$ cat src/rtl/fetch_queue.sv
// Instruction-fetch front end: owns the fetch PC, issues req/ack word fetches and
// buffers returned {pc, instr} pairs in a DEPTH-entry circular prefetch queue.
module fetch_queue #(
   parameter int          ADDR_WIDTH  = 16,
   parameter int          INSTR_WIDTH = 16,
   parameter int          DEPTH       = 4,
   parameter int unsigned RESET_PC    = 0,
   parameter int unsigned PC_STEP     = 2
) (
   input  logic                           clk,
   input  logic                           reset,
   output logic                           imem_req,
   output logic [ADDR_WIDTH-1:0]          imem_addr,
   input  logic                           imem_ack,
   input  logic [INSTR_WIDTH-1:0]         imem_data,
   output logic [ADDR_WIDTH-1:0]          fetch_pc_next,
   input  logic                           redirect,
   input  logic [ADDR_WIDTH-1:0]          redirect_pc,
   output logic                           instr_valid,
   output logic [INSTR_WIDTH-1:0]         instr,
   output logic [ADDR_WIDTH-1:0]          instr_pc,
   input  logic                           instr_ready,
   output logic [$clog2(DEPTH+1)-1:0]     occupancy
);

   localparam int PTR_W = $clog2(DEPTH);
   localparam int CNT_W = $clog2(DEPTH+1);
   localparam logic [CNT_W-1:0]      FULL_CNT = CNT_W'(DEPTH);
   localparam logic [ADDR_WIDTH-1:0] PC_RST   = ADDR_WIDTH'(RESET_PC);
   localparam logic [ADDR_WIDTH-1:0] PC_INC   = ADDR_WIDTH'(PC_STEP);

   logic [ADDR_WIDTH-1:0]  pc_q, pc_d;
   logic [PTR_W-1:0]       rd_ptr_q, rd_ptr_d;
   logic [PTR_W-1:0]       wr_ptr_q, wr_ptr_d;
   logic [CNT_W-1:0]       count_q, count_d;
   logic [ADDR_WIDTH-1:0]  slot_pc_q    [DEPTH];
   logic [INSTR_WIDTH-1:0] slot_instr_q [DEPTH];

   logic push, pop;

   // Reset is muxed in so the reset cycle itself shows RESET_PC and an empty queue.
   assign imem_addr     = reset ? PC_RST : pc_q;
   assign fetch_pc_next = imem_addr + PC_INC;
   assign imem_req      = !reset && !redirect && (count_q < FULL_CNT);
   assign instr_valid   = !reset && (count_q != '0);
   assign instr         = instr_valid ? slot_instr_q[rd_ptr_q] : '0;
   assign instr_pc      = instr_valid ? slot_pc_q[rd_ptr_q]    : '0;
   assign occupancy     = reset ? '0 : count_q;

   assign push = imem_req && imem_ack;
   assign pop  = instr_valid && instr_ready;

   always_comb begin
      // NOTE: every next-state signal gets a default first so no latch is inferred.
      pc_d     = pc_q;
      rd_ptr_d = rd_ptr_q;
      wr_ptr_d = wr_ptr_q;
      count_d  = count_q;
      if (redirect) begin
         pc_d     = redirect_pc;
         wr_ptr_d = rd_ptr_q;
         count_d  = '0;
      end else begin
         if (push) begin
            pc_d     = fetch_pc_next;
            wr_ptr_d = wr_ptr_q + PTR_W'(1);
         end
         if (pop) rd_ptr_d = rd_ptr_q + PTR_W'(1);
         count_d = count_q + CNT_W'(push) - CNT_W'(pop);
      end
   end

   always_ff @(posedge clk) begin
      // NOTE: sequential state uses non-blocking assignments only.
      if (reset) begin
         pc_q     <= PC_RST;
         rd_ptr_q <= '0;
         wr_ptr_q <= '0;
         count_q  <= '0;
      end else begin
         pc_q     <= pc_d;
         rd_ptr_q <= rd_ptr_d;
         wr_ptr_q <= wr_ptr_d;
         count_q  <= count_d;
      end
   end

   // NOTE: queue storage is not reset; count gates every read, so stale slots are never visible.
   always_ff @(posedge clk) begin
      if (push) begin
         slot_pc_q[wr_ptr_q]    <= pc_q;
         slot_instr_q[wr_ptr_q] <= imem_data;
      end
   end

endmodule

$ cat config.mk
export PLATFORM = sky130hd
export DESIGN_NAME = fetch_queue
export DESIGN_NICKNAME = d
export VERILOG_FILES = /design/src/rtl/fetch_queue.sv
export SDC_FILE = /design/constraint.sdc
export NUM_CORES = 1
export LEC_CHECK = 0
export ABC_CLOCK_PERIOD_IN_PS = 3900
export CORE_MARGIN = 4
export CORE_UTILIZATION = 57
export DETAILED_ROUTE_END_ITERATION = 10
export PLACE_DENSITY = 0.84
export SYNTH_ARGS = -nofsm -noshare
export SYNTH_HDL_FRONTEND = slang
export SYNTH_SLANG_ARGS = --single-unit
$ cat constraint.sdc
create_clock -name clk -period 3.9 [get_ports clk]
set_input_delay 0.39 -clock clk [delete_from_list [all_inputs] [get_ports clk]]
set_output_delay 0.39 -clock clk [all_outputs]
set_load 0.005 [all_outputs]
## Yosys cells after proc, flatten, opt, wreduce, memory -nomap -nowiden

Memory sizes are Yosys's and may differ from the RTL's. A register that Yosys moved wholly into a read port is not among the register bits.
Index checks and enable logic that the tools add are counted.

| storage, ports and cells | value |
|---|---|
| memories kept | 2 |
| logic and storage cells | 38 |
| register bits after elaboration | 23 |
| input port bits | 37 |
| memory bits (read-only) | 0 |
| RAM bits | 128 |
| bits in latches | 0 |

Memories:

| memory | depth | bits a word | rd ports | clocked after Yosys merged registers in | write ports | line | source |
|---|---|---|---|---|---|---|---|
| slot_instr_q | 4 | 16 | 1 | 1 | 1 | 37 | `logic [INSTR_WIDTH-1:0] slot_instr_q [DEPTH];` |
| slot_pc_q | 4 | 16 | 1 | 1 | 1 | 36 | `logic [ADDR_WIDTH-1:0] slot_pc_q [DEPTH];` |

| operators by class | value |
|---|---|
| bitwise gates (word level) | 1 |
| shift operators | 0 |
| reductions and logical operators | 11 |
| multiply operators | 0 |
| divide/modulo/power cells | 0 |
| $add $sub $neg | 5 |
| $lt $le $gt $ge | 1 |
| equality and inequality tests | 0 |
| multiplexer cells | 14 |

Operators by type and width:

| operator | count |
|---|---|
| $mux W16 | 5 |
| $add A16 B2 Y16 const B | 1 |
| $mux W2 | 6 |
| $logic_and A1 B1 Y1 | 5 |
| $add A2 B1 Y2 const B | 2 |
| $add A3 B1 Y3 | 1 |
| $lt A3 B3 Y1 const B | 1 |
| $mux W3 | 1 |
| $reduce_bool A3 Y1 | 1 |
| $sub A3 B1 Y3 | 1 |
| $logic_not A1 Y1 | 2 |
| $mux W1 | 2 |
| $reduce_and A2 Y1 | 1 |
| $reduce_bool A2 Y1 | 1 |
| $reduce_or A2 Y1 | 1 |
| $not A1 Y1 | 1 |

## Longest topological paths before layout

Gate-level depths: netlist (run 1).

| depth | value |
|---|---|
| depth after elaboration | 6 |
| depth in mapped cells | 12 |
| depth with buffers taken out | 10 |

## Worst setup path before layout (run 1)

OpenSTA, ideal clock, no wires.

| timing path | value |
|---|---|
| path type | reg-to-reg |
| start point | register count_q[2] |
| end point | register count_q[2] |
| clock period less this slack | 2.521 ns |
| path buffers | 2 |
| arrival time | 2.389 ns |
| slack | 1.379 ns |
| library setup time | 0.132 ns |
| cell stages (with the launch flop) | 13 |
| cells stage by stage | dfxtp_1 -> nor2b_1 -> nor3_1 -> clkbuf_1 -> buf_2 -> nor2_1 -> ha_1 -> inv_1 -> ha_1 -> fa_1 -> xnor2_1 -> xnor2_1 -> nor3_1 |

| between the ends | value |
|---|---|
| word-level cells in the longest chain between the ends | 5 |
| elaborated cells on any way between the ends | 8 |
| classes of those cells | 2 x add/sub; 1 x order compare; 5 x reduce/logical |

RTL lines:

| element | line | source |
|---|---|---|
| start: declaration | 35 | `logic [CNT_W-1:0] count_q, count_d;` |
| start signal: assignment | 84 | `count_q <= count_d;` |
| $lt A3 B3 Y1 | 44 | `assign imem_req = !reset && !redirect && (count_q < FULL_CNT);` |
| $logic_and A1 B1 Y1 | 44 |  |
| $logic_and A1 B1 Y1 | 50 | `assign push = imem_req && imem_ack;` |
| $add A3 B1 Y3 | 69 | `count_d = count_q + CNT_W'(push) - CNT_W'(pop);` |
| $sub A3 B1 Y3 (*) | 69 |  |

Every way passes the cells marked *; elsewhere a longest branch is shown, timed or not.
A chain may end at the register's enable or synchronous reset.

## Worst setup path after layout (run 1)

| timing path | value |
|---|---|
| start point | register pc_q[1] |
| end point | output port fetch_pc_next[15] |

| between the ends | value |
|---|---|
| word-level cells in the longest chain between the ends | 2 |

RTL lines:

| element | line | source |
|---|---|---|
| start: declaration | 32 | `logic [ADDR_WIDTH-1:0] pc_q, pc_d;` |
| start signal: assignment | 81 | `pc_q <= pc_d;` |
| $mux W16 | 42 | `assign imem_addr = reset ? PC_RST : pc_q;` |
| $add A16 B2 Y16 | 43 | `assign fetch_pc_next = imem_addr + PC_INC;` |
| end: declaration | 16 | `output logic [ADDR_WIDTH-1:0] fetch_pc_next,` |

Every way passes these cells.

==> impl_metrics.py, run 1 <==
metrics = {
    "outcome": {
        "status": "completed",
    },
    "sta": {
        "max_slew_margin_pct": 41.76,
        "rsz0062_at_grt": "false",
        "fin_crit_sh_pct": 84.98,
        "finalCriticalPeriod_ns": 3.314,
        "setup_tns_ns": 0,
        "layout_setup_ws_ns": 0.5857,
        "tightest_slew_ns": 0.8737,
        "slew_viol_final": 0,
        "whs_ns": 0.4956,
        "setup_viol": 0,
        "max_freq_mhz": 301.7,
        "clock_skew_ns": 0.009688,
        "finalHoldViolations": 0,
    },
    "detailed_routing": {
        "vias": 4080,
        "routed_wl_um": 14660,
        "wl_per_cell_um": 21.44,
        "post-route-drc-count": 0,
        "vias_per_cell": 5.965,
        "drt_iter0_drc": 279,
        "firstDrtPassIters": 5,
        "ant_nets": 0,
    },
    "yosys": {
        "synth_nets": 467,
        "synth_cell_type_count": 53,
        "syn_avg_cell_area_um2": 15.50,
        "ys_ff_latch": 153,
        "syn_inst": 422,
        "synthesis.area_um2": 6540,
        "async_flop_share_pct": 0,
        "seq_area_frac_synth_pct": 66.42,
        "yosysWarnings": 0,
        "synth_edf_count": 128,
        "synthFlopType": "edfxtp_1",
    },
    "critical_path": {
        "required_ns": 3.51,
        "path_max_fanout": 9,
        "cpMaxStageDelayCell": "dfxtp_1",
        "worstPathCellList": "nand2_1 -> inv_1 -> ha_1 -> nand4_1 -> nor4_1 -> xnor2_1 -> clkdlybuf4s50_1",
        "end_kind": "output port",
        "crit_path_start_kind": "register",
        "critical_path_class": "register to output port",
        "crit_path_max_incr_delay_ns": 0.58,
        "startpoint": "pc_q[1]",
        "r2r_start": "count_q[2]",
        "worstPathArrival_ns": 2.92,
    },
    "power": {
        "p_per_area_nw_per_um2": 436.7,
        "peakVddDrop_mv": 0.4001,
        "p_leak_nw": 2.757,
    },
    "cells_and_area": {
        "most-common-layout-cells": "edfxtp_1, clkdlybuf4s50_1, nor2b_1",
        "area_growth_pct": 27.47,
        "fill_cells": 670,
        "fin_nets": 576,
        "antennaDiodeCount": 0,
        "drive_gt1_share_pct": 15.63,
        "final_common_cell": "edfxtp_1",
        "fin_cells": 684,
    },
    "die": {
        "pin_count": 106,
        "fp.dieArea_um2": 13250,
        "fp.dieH_um": 115.1,
        "start_util_pct": 59.29,
        "placeableCoreArea_um2": 11030,
        "die_x_um": 115.1,
        "rows": 38,
    },
    "global_route": {
        "grt_pass1_wl_um": 23010,
        "track_usage_pct": 23.49,
        "grt_antenna_before_repair": 0,
        "grt_max_degree": 38,
        "grt-ovfl-total": 0,
        "grt_pass1_vias": 4209,
    },
    "place": {
        "place_ws_ns": 0.6846,
        "hpwl_um": 8543,
        "port_buffers": 105,
        "post-place-cells": 652,
        "gp_congestion": 0.8832,
    },
    "cts": {
        "cts_resized": 0,
        "clock_path_buffers": 2,
        "clock-root-buffer": "clkbuf_16",
        "tritoncts": "built",
        "cts-hold-fix-buffers": 0,
        "clk_latency_ns": 0.42,
        "cts_setup_buffers": 0,
        "cts_max_level": 4,
        "clock_sinks": 153,
        "clk_pin_slew_ns": 0.06,
        "cts_buffers": 17,
    },
    "min_path": {
        "hp-class": "register to register",
        "holdCritStartpoint": "wr_ptr_q[1]",
    },
    "flow_run": {
        "maxCapViolations": 0,
    },
}
[synthesized netlist by cell type, drive strengths merged, types with 3 or more instances]
cell | number | area (µm²)
edfxtp | 128 | 3844
nor2b | 46 | 290.3
mux4 | 32 | 720.7
dfxtp | 25 | 500.5
nor2 | 22 | 82.58
nand2 | 18 | 67.56
buf | 17 | 92.58
a21oi | 13 | 65.06
inv | 13 | 48.79
xnor2 | 10 | 87.58
clkbuf | 8 | 30.03
ha | 7 | 87.58
nand3 | 6 | 30.03
o21ai | 6 | 30.02
a32oi | 5 | 43.79
and2 | 5 | 31.28
nand4 | 5 | 31.28
nor3 | 5 | 25.02
xor2 | 5 | 43.79
nor3b | 4 | 30.03
a31oi | 3 | 18.77
nand4b | 3 | 41.29
nor4 | 3 | 18.77
or4 | 3 | 22.52
[final cells by class]
class                           count  area (µm²)  share of cell area (%)
Clock buffer                       22       529.3                   6.348
Timing Repair Buffer              115        1126                   13.51
Tap cell                          140       175.2                   2.101
Clock inverter                     10       77.57                  0.9305
Multi-Input combinational cell    230        2031                   24.36
Sequential cell                   153        4345                   52.12
Inverter                           14       52.55                  0.6303
[where the power goes]
group	internal [mW]	total, mW	switching, mW
Combinational	0.109	0.192	0.0837
Sequential	1.80	1.83	0.0356
Clock	0.972	1.61	0.642
Total	2.88	3.64	0.761
[sequential cells by signal, summed over array words and instances (netlist names), named ones only]
register / flops
count_q: 3
pc_q: 16
rd_ptr_q: 2
slot_instr_q: 64
slot_pc_q: 64
wr_ptr_q: 2
[worst paths after layout]
check,cells after the start,slack (ns),endpoint
max,7,0.59,fetch_pc_next[15]
min,2,0.50,wr_ptr_q[1]
max reg2reg,9,1.58,count_q[2]
min reg2reg,2,0.50,wr_ptr_q[1]
[per-layer routing]
layer	routed length, µm	track usage, %	vias to the layer above
met4	151	6.729	0
met3	1092	6.211	14
li1	-	-	1836
met1	5928	30.55	2008
met5	0	0	-
met2	7492	39.39	222
[metrics by stage]
| stage | area [µm²] | total power, mW | utilization, % |
|---|---|---|---|
| after floorplan | 6540 | 1.941 | - |
| after global placement | 7730 | 2.051 | 70.08 |
| after detailed placement | 7730 | 2.057 | 70.08 |
| after CTS | 8337 | 3.661 | 75.58 |
| after global routing | 8337 | 3.761 | 75.58 |
| final | 8337 | 3.640 | 75.58 |
[cell families after synthesis]
kind of cell | share of synthesized area [%]
buffers and inverters | 2.678
AND/OR/NAND/NOR | 11.48
AO/OA/AOI/OAI | 4.438
adder cells (fa/ha/maj) | 1.645
multiplexers | 11.33
flip-flops | 66.42
XOR/XNOR | 2.009
[worst max-delay path: cells and delay by family, from the launching register on]
family                   cells  cell delay [ns]
XOR/XNOR                     1             0.18
AND/OR/NAND/NOR              3             0.85
adder cells (fa/ha/maj)      1             0.28
buffers and inverters        2             0.62
flip-flops                   1             0.58
No activity file was read; power rests on OpenSTA's default activity.
==> run 2, diff against run 1 <==
==> config.mk (replaced) <==
export PLATFORM = sky130hd
export DESIGN_NAME = fetch_queue
export DESIGN_NICKNAME = d
export VERILOG_FILES = /design/src/rtl/fetch_queue.sv
export SDC_FILE = /design/constraint.sdc
export NUM_CORES = 1
export LEC_CHECK = 0
export ABC_CLOCK_PERIOD_IN_PS = 2800
export CORE_MARGIN = 4
export CORE_UTILIZATION = 48
export DETAILED_ROUTE_END_ITERATION = 10
export PLACE_DENSITY = 0.76
export SYNTH_ARGS = -nofsm -noshare
export SYNTH_HDL_FRONTEND = slang
export SYNTH_SLANG_ARGS = --single-unit
==> constraint.sdc (replaced) <==
create_clock -name clk -period 2.8 [get_ports clk]
set_input_delay 0.28 -clock clk [delete_from_list [all_inputs] [get_ports clk]]
set_output_delay 0.28 -clock clk [all_outputs]
set_load 0.005 [all_outputs]
==> run 2 against run 1 <==
Effect of this change:
- core utilization fell by 11 points
- sequential share of layout area decreased by 1.7 points
- first-iteration DRC count is 7.9% higher
- clock skew is 0.0018 ns higher
- via count down 0.27%
- total power rose by 42%
- die area is 17% higher
- sequential power rose by 39%
- critical path depth decreased by 2
- highest routed layer unchanged
==> impl_metrics.py, run 2 (same netlist as run 1, synthesis figures left out) <==
metrics = {
    "cells_and_area": {
        "antennaDiodeCount": 0,
        "top_regs": "slot_instr_q x64, slot_pc_q x64, pc_q x16",
        "seq_area_um2": 4348,
        "drive_gt1_share_pct": 19.05,
        "area_growth_pct": 31.80,
        "multi_input_area_um2": 2048,
        "fill_cells": 955,
        "fin_nets": 599,
        "final_common_cell": "edfxtp_1",
        "final_util_pct": 64.83,
        "most-common-layout-cells": "edfxtp_1, clkdlybuf4s50_1, nor2b_1",
    },
    "critical_path": {
        "required_ns": 2.52,
        "path_max_fanout": 10,
        "worstPathArrival_ns": 2.38,
        "end_kind": "output port",
        "critical_path_class": "register to output port",
        "crit_path_start_kind": "register",
        "ff2ff_path_depth": 10,
    },
    "sta": {
        "slew_viol_final": 0,
        "finalHoldViolations": 0,
        "tightest_slew_ns": 0.5170,
        "max_freq_mhz": 375.7,
        "fin_crit_sh_pct": 95.07,
        "max_slew_margin_pct": 65.41,
        "layout_setup_ws_ns": 0.1381,
        "clock_skew_ns": 0.01144,
        "whs_ns": 0.4276,
        "finalCriticalPeriod_ns": 2.662,
        "setup_viol": 0,
    },
    "die": {
        "rows": 42,
        "placeableCoreArea_um2": 13300,
        "fp.dieArea_um2": 15560,
        "die_x_um": 124.7,
        "start_util_pct": 49.19,
        "pin_count": 106,
        "fp.dieH_um": 124.7,
    },
    "detailed_routing": {
        "drt_iter0_drc": 301,
        "vias": 4069,
        "wl_per_cell_um": 19.03,
        "ant_nets": 0,
        "routed_wl_um": 14140,
        "vias_per_cell": 5.476,
        "post-route-drc-count": 0,
        "firstDrtPassIters": 5,
    },
    "cts": {
        "clock_path_buffers": 2,
        "cts_buffers": 17,
        "clock_sinks": 153,
        "tritoncts": "built",
        "clk_pin_slew_ns": 0.06,
        "cts_max_level": 4,
        "cts-hold-fix-buffers": 0,
        "clock-root-buffer": "clkbuf_16",
        "clk_latency_ns": 0.42,
    },
    "global_route": {
        "grt_pass1_wl_um": 22690,
        "grt_pass1_vias": 4354,
        "track_usage_pct": 18.70,
        "grt-ovfl-total": 0,
        "grt_max_degree": 38,
        "grt_antenna_before_repair": 0,
    },
    "place": {
        "gp_congestion": 0.8438,
        "port_buffers": 105,
        "hpwl_um": 9205,
        "place_ws_ns": -0.1619,
    },
    "min_path": {
        "hp-class": "input pin to register",
        "hold_depth": 3,
    },
    "outcome": {
        "status": "completed",
    },
    "power": {
        "p_leak_nw": 2.912,
        "peakVddDrop_mv": 0.4786,
        "p_per_area_nw_per_um2": 600.9,
    },
    "flow_run": {
        "maxCapViolations": 0,
    },
}
-- run 2: cell types whose count changed in the layout (fill, tap and decap cells not counted), moves of 3 or more --
cell,before,now
buf_4,10,30
bufinv_16,0,4
clkinv_4,6,0
clkdlybuf4s50_1,105,102
clkbuf_16,21,17
buf_12,0,3
clkbuf_1,1,4
-- run 2: cell type report --
| type | count | share of cell area [%] |
|---|---|---|
| inverter | 14 | 0.6097 |
| sequential | 153 | 50.44 |
| clock inverter | 9 | 1.698 |
| tap | 176 | 2.555 |
| multi-input combinational | 230 | 23.76 |
| clock buffer | 23 | 5.429 |
| timing repair buffer | 138 | 15.50 |
-- run 2: path summary, 6_finish.rpt --
path,start,endpoint,slack [ns]
max,pc_q[5],fetch_pc_next[10],0.14
min,redirect_pc[2],pc_q[2],0.43
max reg2reg,count_q[2],count_q[2],0.58
min reg2reg,wr_ptr_q[1],wr_ptr_q[1],0.51
-- run 2: through the flow --
stage	power, mW	instances	TNS, ns	area, µm²
final	5.179	743	0	8620
after global routing	5.361	743	-0.002939	8620
after CTS	5.229	742	0	8607
after detailed placement	2.883	710	-0.2208	7986
after global placement	2.874	710	-0.05682	7986
after floorplan	2.704	422	0	6540
-- run 2: worst max-delay path, cell delays in order, from the launching register on --
cell and delay (ns):
dfxtp_1 0.52, nand4_1 0.22, or2_1 0.29, nor2_1 0.21, xor2_1 0.20, clkdlybuf4s50_1 0.53
-- run 2: power breakdown --
part | internal [mW] | switching, mW | total, mW
Combinational | 0.161 | 0.128 | 0.289
Clock | 1.53 | 0.813 | 2.34
Sequential | 2.51 | 0.0406 | 2.55
Total | 4.20 | 0.981 | 5.18
-- run 2: routing by layer --
layer  vias up  global-route usage, %  part of all wire [%]
li1       1872                      -                     -
met1      2026                  24.25                    44
met5         -                      0                     0
met3        15                  5.789                   6.6
met2       156                  29.93                    48
met4         0                  6.641                   1.4
-- run 2: repair_timing --
item / 4_1_cts / 5_1_grt
buffers inserted: 0 / 1
endpoints found under the setup margin: 3 / 4
endpoints found under the hold margin: 0 / 0
pin swaps: 1 / 1
resized for setup: 4 / 3
==> run 3, diff against run 2 <==
--- a/config.mk
+++ b/config.mk
@@ -6,9 +6,9 @@
 export NUM_CORES = 1
 export LEC_CHECK = 0
 export ABC_CLOCK_PERIOD_IN_PS = 2800
-export CORE_MARGIN = 4
 export CORE_UTILIZATION = 48
 export DETAILED_ROUTE_END_ITERATION = 10
+export GPL_TIMING_DRIVEN = 0
 export PLACE_DENSITY = 0.76
 export SYNTH_ARGS = -nofsm -noshare
 export SYNTH_HDL_FRONTEND = slang
==> run 3 against run 2 <==
Effect of this change:
- clock skew is essentially flat
- hold slack gained 0.0046 ns
- total power shrank 1.1%
- clock-buffer cell count grew 3
- clock power shrank 3%
- fmax shrank 1.6%
- via count grew 2.7%
==> impl_metrics.py, run 3 (same netlist as run 1, synthesis figures left out) <==
metrics = {
    "flow_run": {
        "maxCapViolations": 0,
    },
    "sta": {
        "fin_crit_sh_pct": 96.65,
        "clock_skew_ns": 0.01188,
        "max_freq_mhz": 369.5,
        "max_slew_margin_pct": 40.15,
        "setup_viol": 0,
        "slew_viol_final": 0,
        "finalCriticalPeriod_ns": 2.706,
        "layout_setup_ws_ns": 0.09390,
        "finalHoldViolations": 0,
        "tightest_slew_ns": 0.8977,
        "rsz0062_at_grt": "true",
    },
    "cts": {
        "clock-root-buffer": "clkbuf_16",
        "clock_sinks": 153,
        "clk_latency_ns": 0.41,
        "cts_max_level": 4,
        "clock_path_buffers": 2,
        "clk_pin_slew_ns": 0.06,
        "tritoncts": "built",
        "cts_buffers": 17,
        "cts-hold-fix-buffers": 0,
    },
    "global_route": {
        "grt_pass1_wl_um": 22740,
        "grt_busiest_layer": "met2",
        "grt-ovfl-total": 0,
        "grt_max_degree": 33,
        "track_usage_pct": 21.47,
        "grt.met2_usage_pct": 34.98,
        "grtUsageMet3_pct": 4.488,
        "grt_antenna_before_repair": 0,
        "grt_util_met1_pct": 28.04,
        "grt_pass1_vias": 4370,
    },
    "place": {
        "port_buffers": 105,
        "place_ws_ns": -1.023,
        "hpwl_um": 9030,
        "gp_congestion": 0.8531,
    },
    "critical_path": {
        "path_max_fanout": 8,
        "crit_path_start_kind": "register",
        "path_depth": 9,
        "end_kind": "output port",
        "cp_common_cell": "buf_4",
        "crit_path_max_incr_delay_ns": 0.51,
        "ff2ff_path_depth": 12,
        "required_ns": 2.52,
        "cpMaxStageDelayCell": "clkdlybuf4s50_1",
        "worstPathCellList": "nor2b_4 -> ha_2 -> nand4_1 -> buf_4 -> nor2_4 -> buf_4 -> nand2_1 -> xnor2_1 -> clkdlybuf4s50_1",
        "worstPathArrival_ns": 2.43,
        "critical_path_class": "register to output port",
        "crit_family": "buffers and inverters",
        "cp_num_buf_inv": 3,
    },
    "detailed_routing": {
        "ant_nets": 0,
        "drt_iter0_drc": 285,
        "post-route-drc-count": 0,
        "vias_per_cell": 5.622,
        "wl_per_cell_um": 19.40,
        "vias": 4177,
        "firstDrtPassIters": 5,
        "routed_wl_um": 14410,
    },
    "cells_and_area": {
        "final_util_pct": 64.73,
        "multi_input_area_um2": 2071,
        "seq_area_um2": 4357,
        "fin_nets": 599,
        "fill_cells": 968,
        "most-common-layout-cells": "edfxtp_1, clkdlybuf4s50_1, nor2b_1",
        "antennaDiodeCount": 0,
        "top_regs": "slot_instr_q x64, slot_pc_q x64, pc_q x16",
        "final_common_cell": "edfxtp_1",
        "drive_gt1_share_pct": 19.40,
        "area_growth_pct": 31.07,
    },
    "die": {
        "fp.dieH_um": 118.7,
        "fp.dieArea_um2": 14100,
        "die_x_um": 118.7,
        "rows": 42,
        "start_util_pct": 49.39,
        "pin_count": 106,
        "placeableCoreArea_um2": 13240,
    },
    "min_path": {
        "hp-class": "input pin to register",
        "hold_depth": 3,
    },
    "outcome": {
        "status": "completed",
    },
    "power": {
        "peakVddDrop_mv": 0.4144,
        "p_per_area_nw_per_um2": 597.3,
        "p_leak_nw": 2.865,
    },
}
run 3: worst paths after layout:
kind / slack [ns] / startpoint / to
worst min-delay path: 0.43 / redirect_pc[2] / pc_q[2]
worst max-delay path: 0.09 / pc_q[2] / fetch_pc_next[13]
worst max register to register: 0.18 / count_q[2] / count_q[2]
worst min register to register: 0.48 / pc_q[4] / slot_pc_q[3][4]
run 3: per-stage QoR:
step	total power, mW	cells	instance area, µm²	TNS (ns)	hold WS [ns]
floorplan	2.704	422	6540	0	0.3789
global placement	2.862	703	7811	-122.19	0.4791
detailed placement	2.872	703	7816	-50.34	0.4958
CTS	5.140	741	8524	0	0.4217
global route	5.275	743	8572	-0.04422	0.4493
finish	5.120	743	8572	0	0.4322
run 3: layout make-up:
| class | instances | share of cell area [%] |
|---|---|---|
| multi-input cells | 230 | 24.16 |
| clock inverters | 6 | 0.6422 |
| plain buffers | 24 | 1.752 |
| well taps | 176 | 2.569 |
| flip-flops and latches | 153 | 50.82 |
| repair buffers | 114 | 12.98 |
| inverters | 14 | 0.6276 |
| clock buffers | 26 | 6.452 |
run 3: power by group:
part           internal, mW  switching (mW)  leakage (nW)
clock network          1.45           0.834         0.303
logic                 0.160           0.130          1.18
registers              2.51          0.0414          1.38
run 3: per-layer routing:
metal	routed length (µm)	part of all wire, %
met1	6218	43
met2	7015	49
met3	885	6.1
met4	293	2.0
met5	0	0
run 3: worst register-to-register path, stage by stage, from the launching register on:
cell and delay [ns]:
dfxtp_1 0.35, nor2b_1 0.17, nor3_2 0.22, clkbuf_4 0.21
buf_4 0.20, nor2_1 0.07, ha_1 0.27, inv_1 0.04
ha_1 0.18, fa_1 0.38, xnor2_1 0.19, xnor2_1 0.15
nor3_1 0.07
run 3: what timing repair did:
action                     CTS  global route
setup endpoints to repair   43            36
resized for setup           22            16
pin swaps                    4             0
buffers inserted             6             3
